<file path="src/rtl/bus_arbiter.sv">
// Two-master arbiter sequencing CPU (m0) and DMA/debug (m1) transactions onto one Bridge port.
// Latency: write ack 2 cycles after the IDLE sample, read ack 2+READ_LAT cycles after it.
// Backpressure: req/ack handshake; a requester simply waits (req held) until it is granted.
//
// Ports:
//   cpu_clk, cpu_rst            clock, synchronous active-high reset
//   m0_req/addr/wen/wdata       master 0 request side;  m0_ack, m0_rdata completion side
//   m1_req/addr/wen/wdata/lock  master 1 request side;  m1_ack, m1_rdata completion side
//   gnt                         one-hot current owner (bit0=m0, bit1=m1), 0 when idle
//   Bus_addr/wen/wdata/rdata    single Bridge port
module bus_arbiter #(
  parameter int READ_LAT = 1,
  parameter int MAX_LOCK = 4
) (
  input  logic        cpu_clk,
  input  logic        cpu_rst,
  input  logic        m0_req,
  input  logic [31:0] m0_addr,
  input  logic        m0_wen,
  input  logic [31:0] m0_wdata,
  output logic        m0_ack,
  output logic [31:0] m0_rdata,
  input  logic        m1_req,
  input  logic [31:0] m1_addr,
  input  logic        m1_wen,
  input  logic [31:0] m1_wdata,
  input  logic        m1_lock,
  output logic        m1_ack,
  output logic [31:0] m1_rdata,
  output logic [1:0]  gnt,
  output logic [31:0] Bus_addr,
  output logic        Bus_wen,
  output logic [31:0] Bus_wdata,
  input  logic [31:0] Bus_rdata
);

  typedef enum logic [1:0] {
    S_IDLE   = 2'd0,
    S_ACCESS = 2'd1,
    S_WAIT   = 2'd2,
    S_RESP   = 2'd3
  } state_t;

  localparam logic [2:0] LAT_LOAD = 3'(READ_LAT);
  localparam logic [3:0] LOCK_MAX = 4'(MAX_LOCK);

  state_t      r_state;
  logic [1:0]  r_gnt;
  logic        r_owner;       // 0 = m0, 1 = m1
  logic        r_wen;
  logic [31:0] r_bus_addr;
  logic [31:0] r_bus_wdata;
  logic        r_bus_wen;
  logic        r_m0_ack;
  logic        r_m1_ack;
  logic [31:0] r_m0_rdata;
  logic [31:0] r_m1_rdata;
  logic        r_last_owner;
  logic [3:0]  r_lock_cnt;
  logic [2:0]  r_lat_cnt;

  logic        w_any_req;
  logic        w_lock_hold;
  logic        w_pick_m1;
  logic        w_done;
  logic [31:0] w_cap_dat;

  assign w_any_req   = m0_req | m1_req;
  // m1 keeps the bus across a tie only right after its own transaction and while lock budget remains.
  assign w_lock_hold = m1_lock & r_last_owner & (r_lock_cnt < LOCK_MAX);
  // m1 wins if alone, if m0 owned last (round-robin), or if holding the lock.
  assign w_pick_m1   = m1_req & (~m0_req | ~r_last_owner | w_lock_hold);

  // The transaction completes on this edge: writes and zero-latency reads leave ACCESS
  // directly, otherwise the final WAIT cycle captures the read data.
  assign w_done    = ((r_state == S_ACCESS) && (r_wen || (READ_LAT == 0))) ||
                     ((r_state == S_WAIT) && (r_lat_cnt == 3'd1));
  assign w_cap_dat = r_wen ? 32'h0 : Bus_rdata;

  always_ff @(posedge cpu_clk) begin
    if (cpu_rst) begin
      r_state      <= S_IDLE;
      r_gnt        <= 2'b00;
      r_owner      <= 1'b0;
      r_wen        <= 1'b0;
      r_bus_addr   <= 32'h0;
      r_bus_wdata  <= 32'h0;
      r_bus_wen    <= 1'b0;
      r_m0_ack     <= 1'b0;
      r_m1_ack     <= 1'b0;
      r_m0_rdata   <= 32'h0;
      r_m1_rdata   <= 32'h0;
      r_last_owner <= 1'b1;
      r_lock_cnt   <= 4'd0;
      r_lat_cnt    <= 3'd0;
    end else begin
      r_m0_ack <= 1'b0;
      r_m1_ack <= 1'b0;

      case (r_state)
        S_IDLE: begin
          if (w_any_req) begin
            // Bus_addr/Bus_wdata double as the latched request; they are driven in ACCESS.
            r_owner     <= w_pick_m1;
            r_gnt       <= w_pick_m1 ? 2'b10 : 2'b01;
            r_wen       <= w_pick_m1 ? m1_wen : m0_wen;
            r_bus_wen   <= w_pick_m1 ? m1_wen : m0_wen;
            r_bus_addr  <= w_pick_m1 ? m1_addr : m0_addr;
            r_bus_wdata <= w_pick_m1 ? m1_wdata : m0_wdata;
            r_state     <= S_ACCESS;
          end
        end

        S_ACCESS: begin
          r_bus_wen <= 1'b0;
          if (w_done) begin
            r_state <= S_RESP;
          end else begin
            r_lat_cnt <= LAT_LOAD;
            r_state   <= S_WAIT;
          end
        end

        S_WAIT: begin
          if (w_done) begin
            r_lat_cnt <= 3'd0;
            r_state   <= S_RESP;
          end else begin
            r_lat_cnt <= r_lat_cnt - 3'd1;
          end
        end

        S_RESP: begin
          r_last_owner <= r_owner;
          if (r_owner && m1_lock) begin
            if (r_lock_cnt != LOCK_MAX) begin
              r_lock_cnt <= r_lock_cnt + 4'd1;
            end
          end else begin
            r_lock_cnt <= 4'd0;
          end
          r_gnt       <= 2'b00;
          r_bus_addr  <= 32'h0;
          r_bus_wdata <= 32'h0;
          r_state     <= S_IDLE;
        end

        default: r_state <= S_IDLE;
      endcase

      // Ack and data land together in RESP; the non-owner's rdata is left untouched.
      if (w_done) begin
        if (r_owner) begin
          r_m1_ack   <= 1'b1;
          r_m1_rdata <= w_cap_dat;
        end else begin
          r_m0_ack   <= 1'b1;
          r_m0_rdata <= w_cap_dat;
        end
      end
    end
  end

  assign gnt       = r_gnt;
  assign Bus_addr  = r_bus_addr;
  assign Bus_wen   = r_bus_wen;
  assign Bus_wdata = r_bus_wdata;
  assign m0_ack    = r_m0_ack;
  assign m1_ack    = r_m1_ack;
  assign m0_rdata  = r_m0_rdata;
  assign m1_rdata  = r_m1_rdata;

endmodule

</file>
<file path="config.mk">
export PLATFORM = sky130hd
export DESIGN_NAME = bus_arbiter
export DESIGN_NICKNAME = d
export VERILOG_FILES = /design/src/rtl/bus_arbiter.sv
export SDC_FILE = /design/constraint.sdc
export NUM_CORES = 1
export LEC_CHECK = 0
export BUFFER_PORTS_ARGS = -buffer_cell sky130_fd_sc_hd__buf_2
export CORE_UTILIZATION = 46
export DETAILED_ROUTE_END_ITERATION = 8
export GPL_ROUTABILITY_DRIVEN = 1
export PLACE_DENSITY_LB_ADDON = 0.05
export SLEW_MARGIN = 10
export SYNTH_ARGS = -nofsm -noshare
export SYNTH_HDL_FRONTEND = slang
export SYNTH_SLANG_ARGS = --single-unit
</file>
<file path="constraint.sdc">
create_clock -name cpu_clk -period 2.13 [get_ports cpu_clk]
set_clock_uncertainty 0.05 [all_clocks]
set_input_delay 0.3195 -clock cpu_clk [delete_from_list [all_inputs] [get_ports cpu_clk]]
set_output_delay 0.3195 -clock cpu_clk [all_outputs]
set_load 0.03 [all_outputs]
</file>
==> run_results.csv, run 1 <==
group,metric,value,unit
run_status,run_status,"complete, no violations",
synthesis,yosys.area_share.xor_xnor,0.290,%
finish,area_delta_synth_final,36.6,%
finish,antenna_cells,0,
detailed_routing,first_pass_iters,4,
floorplanning,dieArea,13600,µm²
setup_path,endpoint_kind,"flip-flop",
cts,clockBufferDepth,2,
synthesis,netlist_area,6030,µm²
floorplanning,rows,41,
detailed_routing,drc,0,
sta,finalMaxSlewViolations,0,
synthesis,synth_fp_nets,777,
setup_path,cp-endpoint,"m0_rdata[6]",
power_and_ir_drop,p_leak,3.94,nW
placed_design,dp_hpwl,11.0,mm
finish,postLayoutCoreUtil,64.8,%
cts,cts_tree,"built",
cts,cts_max_level,4,
detailed_routing,drt_iter0_markers,209,
detailed_routing,avgViaCountPerCell,4.98,
sta,fin_crit_sh,89.9,%
sta,final-setup-viol-count,0,
cts,clk_root_buffer_cell,"clkbuf_16",
detailed_routing,ant_nets,0,
synthesis,synth_top_area_cell,"dfxtp_1",
setup_path,cp.arrival,2.15,ns
placed_design,place_congestion,0.749,
sta,tns,0,ns
global_routing,grt_pass1_wl,22.8,mm
synthesis,yosys.area_share.simple,13.1,%
finish,nNetsFinal,1064,
synthesis,ys_types,44,
global_routing,grt_usage,21.6,%
setup_path,r2r-start,"r_state[0]",
global_routing,antenna_found_initial,0,
global_routing,grt_max_degree,65,
global_routing,grt_pass1_vias,4851,
sta,slew_headroom,68.7,%
synthesis,synthTopCellsByArea,"dfxtp_1 48%, mux2i_1 16%, o2bb2ai_1 9.3%, nand2_1 4.4%, nor2b_1 3.6%",
placed_design,portBuffers,299,
cts,numCtsBuffers,17,
cts,cts_setup_buffers,0,
floorplanning,start_util,47.4,%
power_and_ir_drop,ir_drop,0.520,mV
synthesis,synth_top_family_by_area,"multiplexers",
cts,clock-sinks,145,
synthesis,syn_avg_cell_area,10.0,µm²
cts,cts-resized-gates,0,
min_path,hold_path.class,"in -> reg",
sta,tightest_slew,0.469,ns
synthesis,yosys_warnings,0,
placed_design,placed_cells,1041,
finish,layout_common_cells,"299 x buf_2, 145 x dfxtp_1, 99 x mux2i_1",
detailed_routing,wl_per_cell,14.1,µm
floorplanning,core_area,12700,µm²
placed_design,place_ws,0.229,ns
cts,postCtsHoldBufs,0,
synthesis,yosysSeqAreaShare,48.1,%
cts,clk_pin_slew_worst_paths,0.06,ns
setup_path,start_kind,"flip-flop",
synthesis,ys_ff_latch,145,
power_and_ir_drop,power.density,1160,nW/µm²
finish,drive_above_1_share,38.4,%
sta,rsz0062_at_grt,"no",
setup_path,regToRegSetupSlack,0.21,ns
setup_path,cp-startpoint,"r_state[0]",
sta,fin_crit,1.92,ns
synthesis,yosysTopAreaCellShare,48.1,%
synthesis,synth_mux_area_share,16.4,%
finish,fin_cells,1073,
detailed_routing,dr_total_vias,5345,
setup_path,cp.required,2.36,ns
sta,worst_slack,0.215,ns
synthesis,synth_compound_area_share,15.7,%
setup_path,worstPathMaxFanout,33,
floorplanning,die_h,117,µm
sta,finalHoldViolations,0,
global_routing,overflow,0,
synthesis,synthesis.instances,601,
synthesis,synth_adder_area_share,1.87,%
finish,final_common_cell,"buf_2",
setup_path,critical_path_class,"reg -> reg",
setup_path,r2r-end,"m0_rdata[6]",
floorplanning,ioPinCount,300,
detailed_routing,wirelength,15.1,mm
job,cap_violations,0,
cts,clk_latency,0.41,ns
floorplanning,die_w,117,µm
setup_path,r2r_cells,7,
sta,fmax,522,MHz
[power breakdown]
part	switching, mW	total (mW)	internal, mW
registers	0.284	3.53	3.24
logic	2.14	3.25	1.11
clock network	1.04	2.80	1.76
[routing by layer]
metal,routed length [µm],up-vias,GRT usage (%)
met5,0,-,0
met2,7580,175,37.8
li1,-,2692,-
met4,230,0,8.52
met1,6050,2457,23.7
met3,1270,21,7.94
[worst min path at each step]
| stage | from | to | slack [ns] | cells past startpoint |
|---|---|---|---|---|
| detailed placement | Bus_wdata[30] | Bus_wdata[30] | 0.39 | 1 |
| global placement | m1_rdata[31] | m1_rdata[31] | 0.39 | 2 |
| global route | m1_wdata[29] | Bus_wdata[29] | 0.12 | 3 |
| CTS | m1_wdata[19] | Bus_wdata[19] | 0.11 | 3 |
| finish | m1_wdata[19] | Bus_wdata[19] | 0.12 | 3 |
| floorplan | r_lat_cnt[1] | r_lat_cnt[1] | 0.40 | 2 |
[state kept, by name, summed over array words and instances, names as in the netlist, 2 cells and up]
| signal | count |
|---|---|
| gnt | 2 |
| r_lat_cnt | 3 |
| r_state | 2 |
| Bus_addr | 32 |
| Bus_wdata | 32 |
| m1_rdata | 32 |
| r_lock_cnt | 4 |
| m0_rdata | 32 |
[logic make-up (layout without fill, tap and decap cells)]
kind of cell,after synthesis,count (layout)
flip-flops,145,145
XOR/XNOR,2,2
AO/OA/AOI/OAI,128,128
AND/OR/NAND/NOR,167,167
multiplexers,99,99
buffers and inverters,51,351
adder cells (fa/ha/maj),9,9
[layout make-up]
cell class,count,area (µm²)
fill,1131,4480
sequential,145,2900
multi-input combinational,405,2870
timing repair buffer,311,1660
clock buffer,28,517
tap,172,215
clock inverter,4,47.5
inverter,8,30.0
[cells in the mapped netlist, drive strengths merged]
library cell  count
nand4b            1
and4              2
ha                9
a21boi            2
nor4b             1
nor2             46
dfxtp           145
o2bb2ai          64
and2              1
clkbuf           13
o211ai            1
a211oi            1
o22ai             1
a21oi            39
a22oi             1
a31oi             1
a221oi            3
nand2            71
buf              30
xor2              2
or3               2
a21o              1
a2111oi           1
inv               8
nor2b            35
a211o             1
nand2b            1
nor3b             2
nand3b            2
o21ai            12
or2               1
or4b              1
and3b             1
mux2i            99
[per-stage QoR]
| stage | cell area, µm² | hold slack (ns) | total power [mW] |
|---|---|---|---|
| floorplan | 6030 | 0.400 | 5.87 |
| global placement | 7680 | 0.390 | 6.78 |
| global route | 8240 | 0.119 | 10.1 |
| CTS | 8240 | 0.108 | 9.68 |
| finish | 8240 | 0.117 | 9.58 |
| detailed placement | 7680 | 0.391 | 6.85 |
[critical path, cell delays in order (launching register included)]
cell and delay, ns:
dfxtp_1 0.33, inv_1 0.13, ha_1 0.31, nand3b_1 0.22
a21oi_4 0.20, buf_12 0.26, mux2i_1 0.23, nor2_1 0.05
No activity file was read; power rests on OpenSTA's default activity.
==> run 2, diff against run 1 <==
--- a/config.mk
+++ b/config.mk
@@ -9,7 +9,7 @@
 export CORE_UTILIZATION = 46
 export DETAILED_ROUTE_END_ITERATION = 8
 export GPL_ROUTABILITY_DRIVEN = 1
-export PLACE_DENSITY_LB_ADDON = 0.05
+export PLACE_DENSITY_LB_ADDON = 0.15
 export SLEW_MARGIN = 10
 export SYNTH_ARGS = -nofsm -noshare
 export SYNTH_HDL_FRONTEND = slang
==> run 2 against run 1 <==
Net effect: die area unchanged; cell count about the same; clock power up 8.2%; maximum frequency down 0.74%; first-iteration DRC count is 28% higher; worst hold slack gained 0.0083 ns; global-route usage rose by 0.55 points; power increased by 2.9%.
==> run_results.csv, run 2 (same netlist as run 1, synthesis figures left out) <==
group,metric,value,unit
cts,clock-sinks,145,
setup_path,cp.arrival,2.16,ns
floorplanning,dieArea,13600,µm²
cts,clk_root_buffer_cell,"clkbuf_16",
sta,slew_headroom,73.4,%
detailed_routing,wl_per_cell,14.5,µm
cts,clk_pin_slew_worst_paths,0.06,ns
setup_path,crit_slowest_cell,"dfxtp_1",
placed_design,dp_hpwl,11.3,mm
floorplanning,core_area,12700,µm²
detailed_routing,drc,0,
floorplanning,die_w,117,µm
power_and_ir_drop,ir_drop,0.539,mV
placed_design,portBuffers,299,
global_routing,grt_pass1_wl,23.5,mm
setup_path,r2r-end,"m0_rdata[16]",
finish,ff_latch_area,2900,µm²
floorplanning,die_h,117,µm
sta,rsz0062_at_grt,"no",
detailed_routing,first_pass_iters,4,
floorplanning,start_util,47.4,%
global_routing,antenna_found_initial,0,
sta,finalMaxSlewViolations,0,
detailed_routing,dr_total_vias,5431,
finish,fill_cells,1117,
detailed_routing,drt_iter0_markers,267,
sta,final-setup-viol-count,0,
detailed_routing,ant_nets,0,
finish,nNetsFinal,1065,
setup_path,endpoint_kind,"flip-flop",
global_routing,grt_max_degree,83,
sta,hold_ws,0.125,ns
cts,clockBufferDepth,2,
sta,fmax,518,MHz
run_status,run_status,"complete, no violations",
sta,fin_crit_sh,90.6,%
power_and_ir_drop,finalPower,9.85,mW
setup_path,worstPathMaxFanout,33,
sta,tns,0,ns
finish,drive_above_1_share,39.1,%
cts,cts_setup_buffers,0,
cts,cts_max_level,4,
min_path,hold_end,"Bus_wdata[25]",
setup_path,start_kind,"flip-flop",
global_routing,grt_usage,22.2,%
power_and_ir_drop,power.density,1190,nW/µm²
floorplanning,rows,41,
sta,tightest_slew,0.400,ns
setup_path,crit_chain,"inv_1, ha_1, nand2_2, a21oi_4, buf_12, mux2i_1, nor2_1",
finish,multi_input_area,2870,µm²
cts,cts_tree,"built",
finish,area_delta_synth_final,37.5,%
cts,cts-resized-gates,0,
cts,numCtsBuffers,17,
placed_design,place_congestion,0.758,
global_routing,grt_pass1_vias,5089,
setup_path,r2r-start,"r_state[1]",
floorplanning,ioPinCount,300,
sta,finalHoldViolations,0,
finish,antenna_cells,0,
setup_path,cp.required,2.36,ns
setup_path,critical_path_class,"reg -> reg",
setup_path,max_stage_delay,0.35,ns
cts,postCtsHoldBufs,0,
global_routing,overflow,0,
min_path,min_from,"m0_wdata[25]",
setup_path,r2r_cells,7,
job,cap_violations,0,
cts,clk_latency,0.40,ns
detailed_routing,wirelength,15.6,mm
setup_path,regToRegSetupSlack,0.20,ns
min_path,min_path_cells,3,
finish,layout_common_cells,"299 x buf_2, 145 x dfxtp_1, 99 x mux2i_1",
sta,fin_crit,1.93,ns
power_and_ir_drop,p_leak,3.98,nW
detailed_routing,avgViaCountPerCell,5.06,
finish,final_common_cell,"buf_2",
min_path,hold_path.class,"in -> reg",
-- run 2: how the worst max path moves through the flow --
stage,from,end,cells after the start,slack (ns)
after detailed placement,r_state[1],m0_rdata[16],7,0.20
final,r_state[1],m0_rdata[16],7,0.20
after CTS,r_state[1],m0_rdata[16],7,0.20
after floorplan,r_state[0],m0_rdata[17],7,0.41
after global routing,r_state[0],m0_rdata[4],7,0.06
after global placement,r_state[1],m0_rdata[24],7,0.31
-- run 2: layout make-up --
cell class	count	share of cell area, %
clock inverters	13	1.93
flip-flops and latches	145	35.0
multi-input cells	405	34.6
inverters	8	0.362
well taps	172	2.59
repair buffers	312	20.1
clock buffers	19	5.46
-- run 2: per-layer routing --
metal	wire length [µm]	global-route usage, %
met1	6060	23.4
met2	8220	40.7
met3	1150	7.37
met4	172	8.10
met5	0	0
-- run 2: critical path, delay by kind of cell (launching register included) --
| kind | cells | cell delay (ns) |
|---|---|---|
| buffers and inverters | 2 | 0.38 |
| flip-flops | 1 | 0.35 |
| adder cells (fa/ha/maj) | 1 | 0.34 |
| AND/OR/NAND/NOR | 2 | 0.24 |
| multiplexers | 1 | 0.24 |
| AO/OA/AOI/OAI | 1 | 0.19 |
-- run 2: report_power, final --
part / switching (mW) / internal, mW / leakage (nW)
Sequential: 0.292 / 3.24 / 1.18
Clock: 1.13 / 1.90 / 0.299
Combinational: 2.16 / 1.12 / 2.49
-- run 2: metrics by stage --
stage	cells	setup slack [ns]	cell area (µm²)	utilization, %
floorplan	601	0.407	6030	-
global placement	1042	0.311	7690	60.4
CTS	1074	0.197	8300	65.2
detailed placement	1042	0.204	7690	60.4
global route	1074	0.0570	8300	65.2
finish	1074	0.200	8300	65.2
==> run 3, diff against run 2 <==
--- a/config.mk
+++ b/config.mk
@@ -6,6 +6,8 @@
 export NUM_CORES = 1
 export LEC_CHECK = 0
 export BUFFER_PORTS_ARGS = -buffer_cell sky130_fd_sc_hd__buf_2
+export CORE_ASPECT_RATIO = 1.2
+export CORE_MARGIN = 10
 export CORE_UTILIZATION = 46
 export DETAILED_ROUTE_END_ITERATION = 8
 export GPL_ROUTABILITY_DRIVEN = 1
==> run 3 against run 2 <==
Net effect: maximum frequency fell by 1.0%; die area up 33%; design area fell by 0.32%; largest power group unchanged; highest routed layer is now met5.
==> run_results.csv, run 3 (same netlist as run 1, synthesis figures left out) <==
group,metric,value,unit
sta,fin_crit,1.95,ns
finish,postLayoutCoreUtil,64.7,%
floorplanning,start_util,47.2,%
cts,clk_pin_slew_worst_paths,0.07,ns
finish,drive_above_1_share,39.0,%
cts,cts-resized-gates,0,
min_path,hold_path.class,"in -> reg",
global_routing,grt_max_degree,65,
global_routing,antenna_found_initial,1,
sta,slew_headroom,71.1,%
job,cap_violations,0,
cts,numCtsBuffers,17,
detailed_routing,wl_per_cell,17.1,µm
sta,final-setup-viol-count,0,
finish,area_delta_synth_final,37.1,%
floorplanning,core_area,12800,µm²
finish,layout_common_cells,"299 x buf_2, 145 x dfxtp_1, 99 x mux2i_1",
global_routing,grt_pass1_wl,29.0,mm
detailed_routing,drt_iter0_markers,234,
floorplanning,die_h,145,µm
global_routing,overflow,0,
sta,rsz0062_at_grt,"no",
cts,postCtsHoldBufs,0,
finish,fill_cells,1099,
sta,fin_crit_sh,91.5,%
detailed_routing,wirelength,18.2,mm
detailed_routing,first_pass_iters,5,
floorplanning,ioPinCount,300,
setup_path,critical_path_class,"reg -> reg",
cts,cts_max_level,4,
setup_path,endpoint_kind,"flip-flop",
placed_design,portBuffers,299,
finish,nNetsFinal,1064,
global_routing,grt_usage,19.2,%
sta,tightest_slew,0.422,ns
setup_path,worstPathMaxFanout,33,
floorplanning,rows,45,
placed_design,dp_hpwl,14.2,mm
floorplanning,dieArea,18100,µm²
sta,tns,0,ns
setup_path,cp.required,2.36,ns
power_and_ir_drop,ir_drop,0.538,mV
setup_path,cp.arrival,2.18,ns
setup_path,start_kind,"flip-flop",
cts,clockBufferDepth,2,
run_status,run_status,"complete, no violations",
sta,finalHoldViolations,0,
floorplanning,die_w,125,µm
detailed_routing,drc,0,
cts,clock-sinks,145,
detailed_routing,avgViaCountPerCell,5.10,
cts,cts_setup_buffers,0,
power_and_ir_drop,p_leak,3.96,nW
detailed_routing,dr_total_vias,5427,
sta,fmax,513,MHz
global_routing,grt_pass1_vias,5607,
cts,clk_root_buffer_cell,"clkbuf_16",
sta,finalMaxSlewViolations,0,
finish,antenna_cells,0,
finish,final_common_cell,"buf_2",
detailed_routing,ant_nets,0,
placed_design,place_congestion,0.840,
power_and_ir_drop,power.density,1200,nW/µm²
cts,clk_latency,0.40,ns
cts,cts_tree,"built",
==> run 3: layer usage <==
| layer | part of all wire, % | up-vias | global-route usage (%) |
|---|---|---|---|
| met5 | 0.071 | - | 0 |
| met2 | 51 | 232 | 34.0 |
| met4 | 1.3 | 2 | 5.95 |
| met3 | 9.1 | 18 | 6.95 |
| li1 | - | 2693 | - |
| met1 | 38 | 2482 | 20.6 |
==> run 3: worst paths after layout <==
kind,startpoint,end,slack [ns],depth (start not counted)
setup reg to reg,r_state[1],m0_rdata[6],0.18,7
hold / removal,m0_addr[14],Bus_addr[14],0.13,3
setup / recovery,r_state[1],m0_rdata[6],0.18,7
hold reg to reg,m1_rdata[26],m1_rdata[26],0.40,2
==> run 3: critical path, stage by stage, from the launching register on <==
cell	delay, ns
dfxtp_1	0.35
inv_1	0.13
ha_1	0.36
nand2_2	0.18
a21oi_4	0.20
buf_12	0.26
mux2i_1	0.23
nor2_1	0.06
==> run 3: report_power, final <==
| part | internal (mW) | leakage (nW) | switching (mW) |
|---|---|---|---|
| clock network | 1.89 | 0.295 | 1.17 |
| registers | 3.24 | 1.18 | 0.277 |
| logic | 1.11 | 2.49 | 2.23 |
| total | 6.25 | 3.96 | 3.68 |
==> run 3: area by class of cell <==
class                   instances  area [µm²]  share of cell area, %
inverters                       8        30.0                  0.363
well taps                     164         205                   2.48
multi-input cells             405        2870                   34.7
flip-flops and latches        145        2900                   35.1
clock buffers                  18         439                   5.31
repair buffers                311        1650                   19.9
clock inverters                13         178                   2.15
==> run 3: through the flow <==
step | cell area (µm²) | setup WS [ns] | std cells | total power [mW] | hold slack (ns)
2_1_floorplan | 6030 | 0.407 | 601 | 5.87 | 0.400
3_3_place_gp | 7660 | 0.298 | 1033 | 6.85 | 0.391
3_5_place_dp | 7660 | 0.186 | 1033 | 6.93 | 0.393
4_1_cts | 8270 | 0.156 | 1064 | 10.0 | 0.118
5_1_grt | 8270 | 0.0279 | 1064 | 10.4 | 0.129
6_report | 8270 | 0.181 | 1064 | 9.92 | 0.128
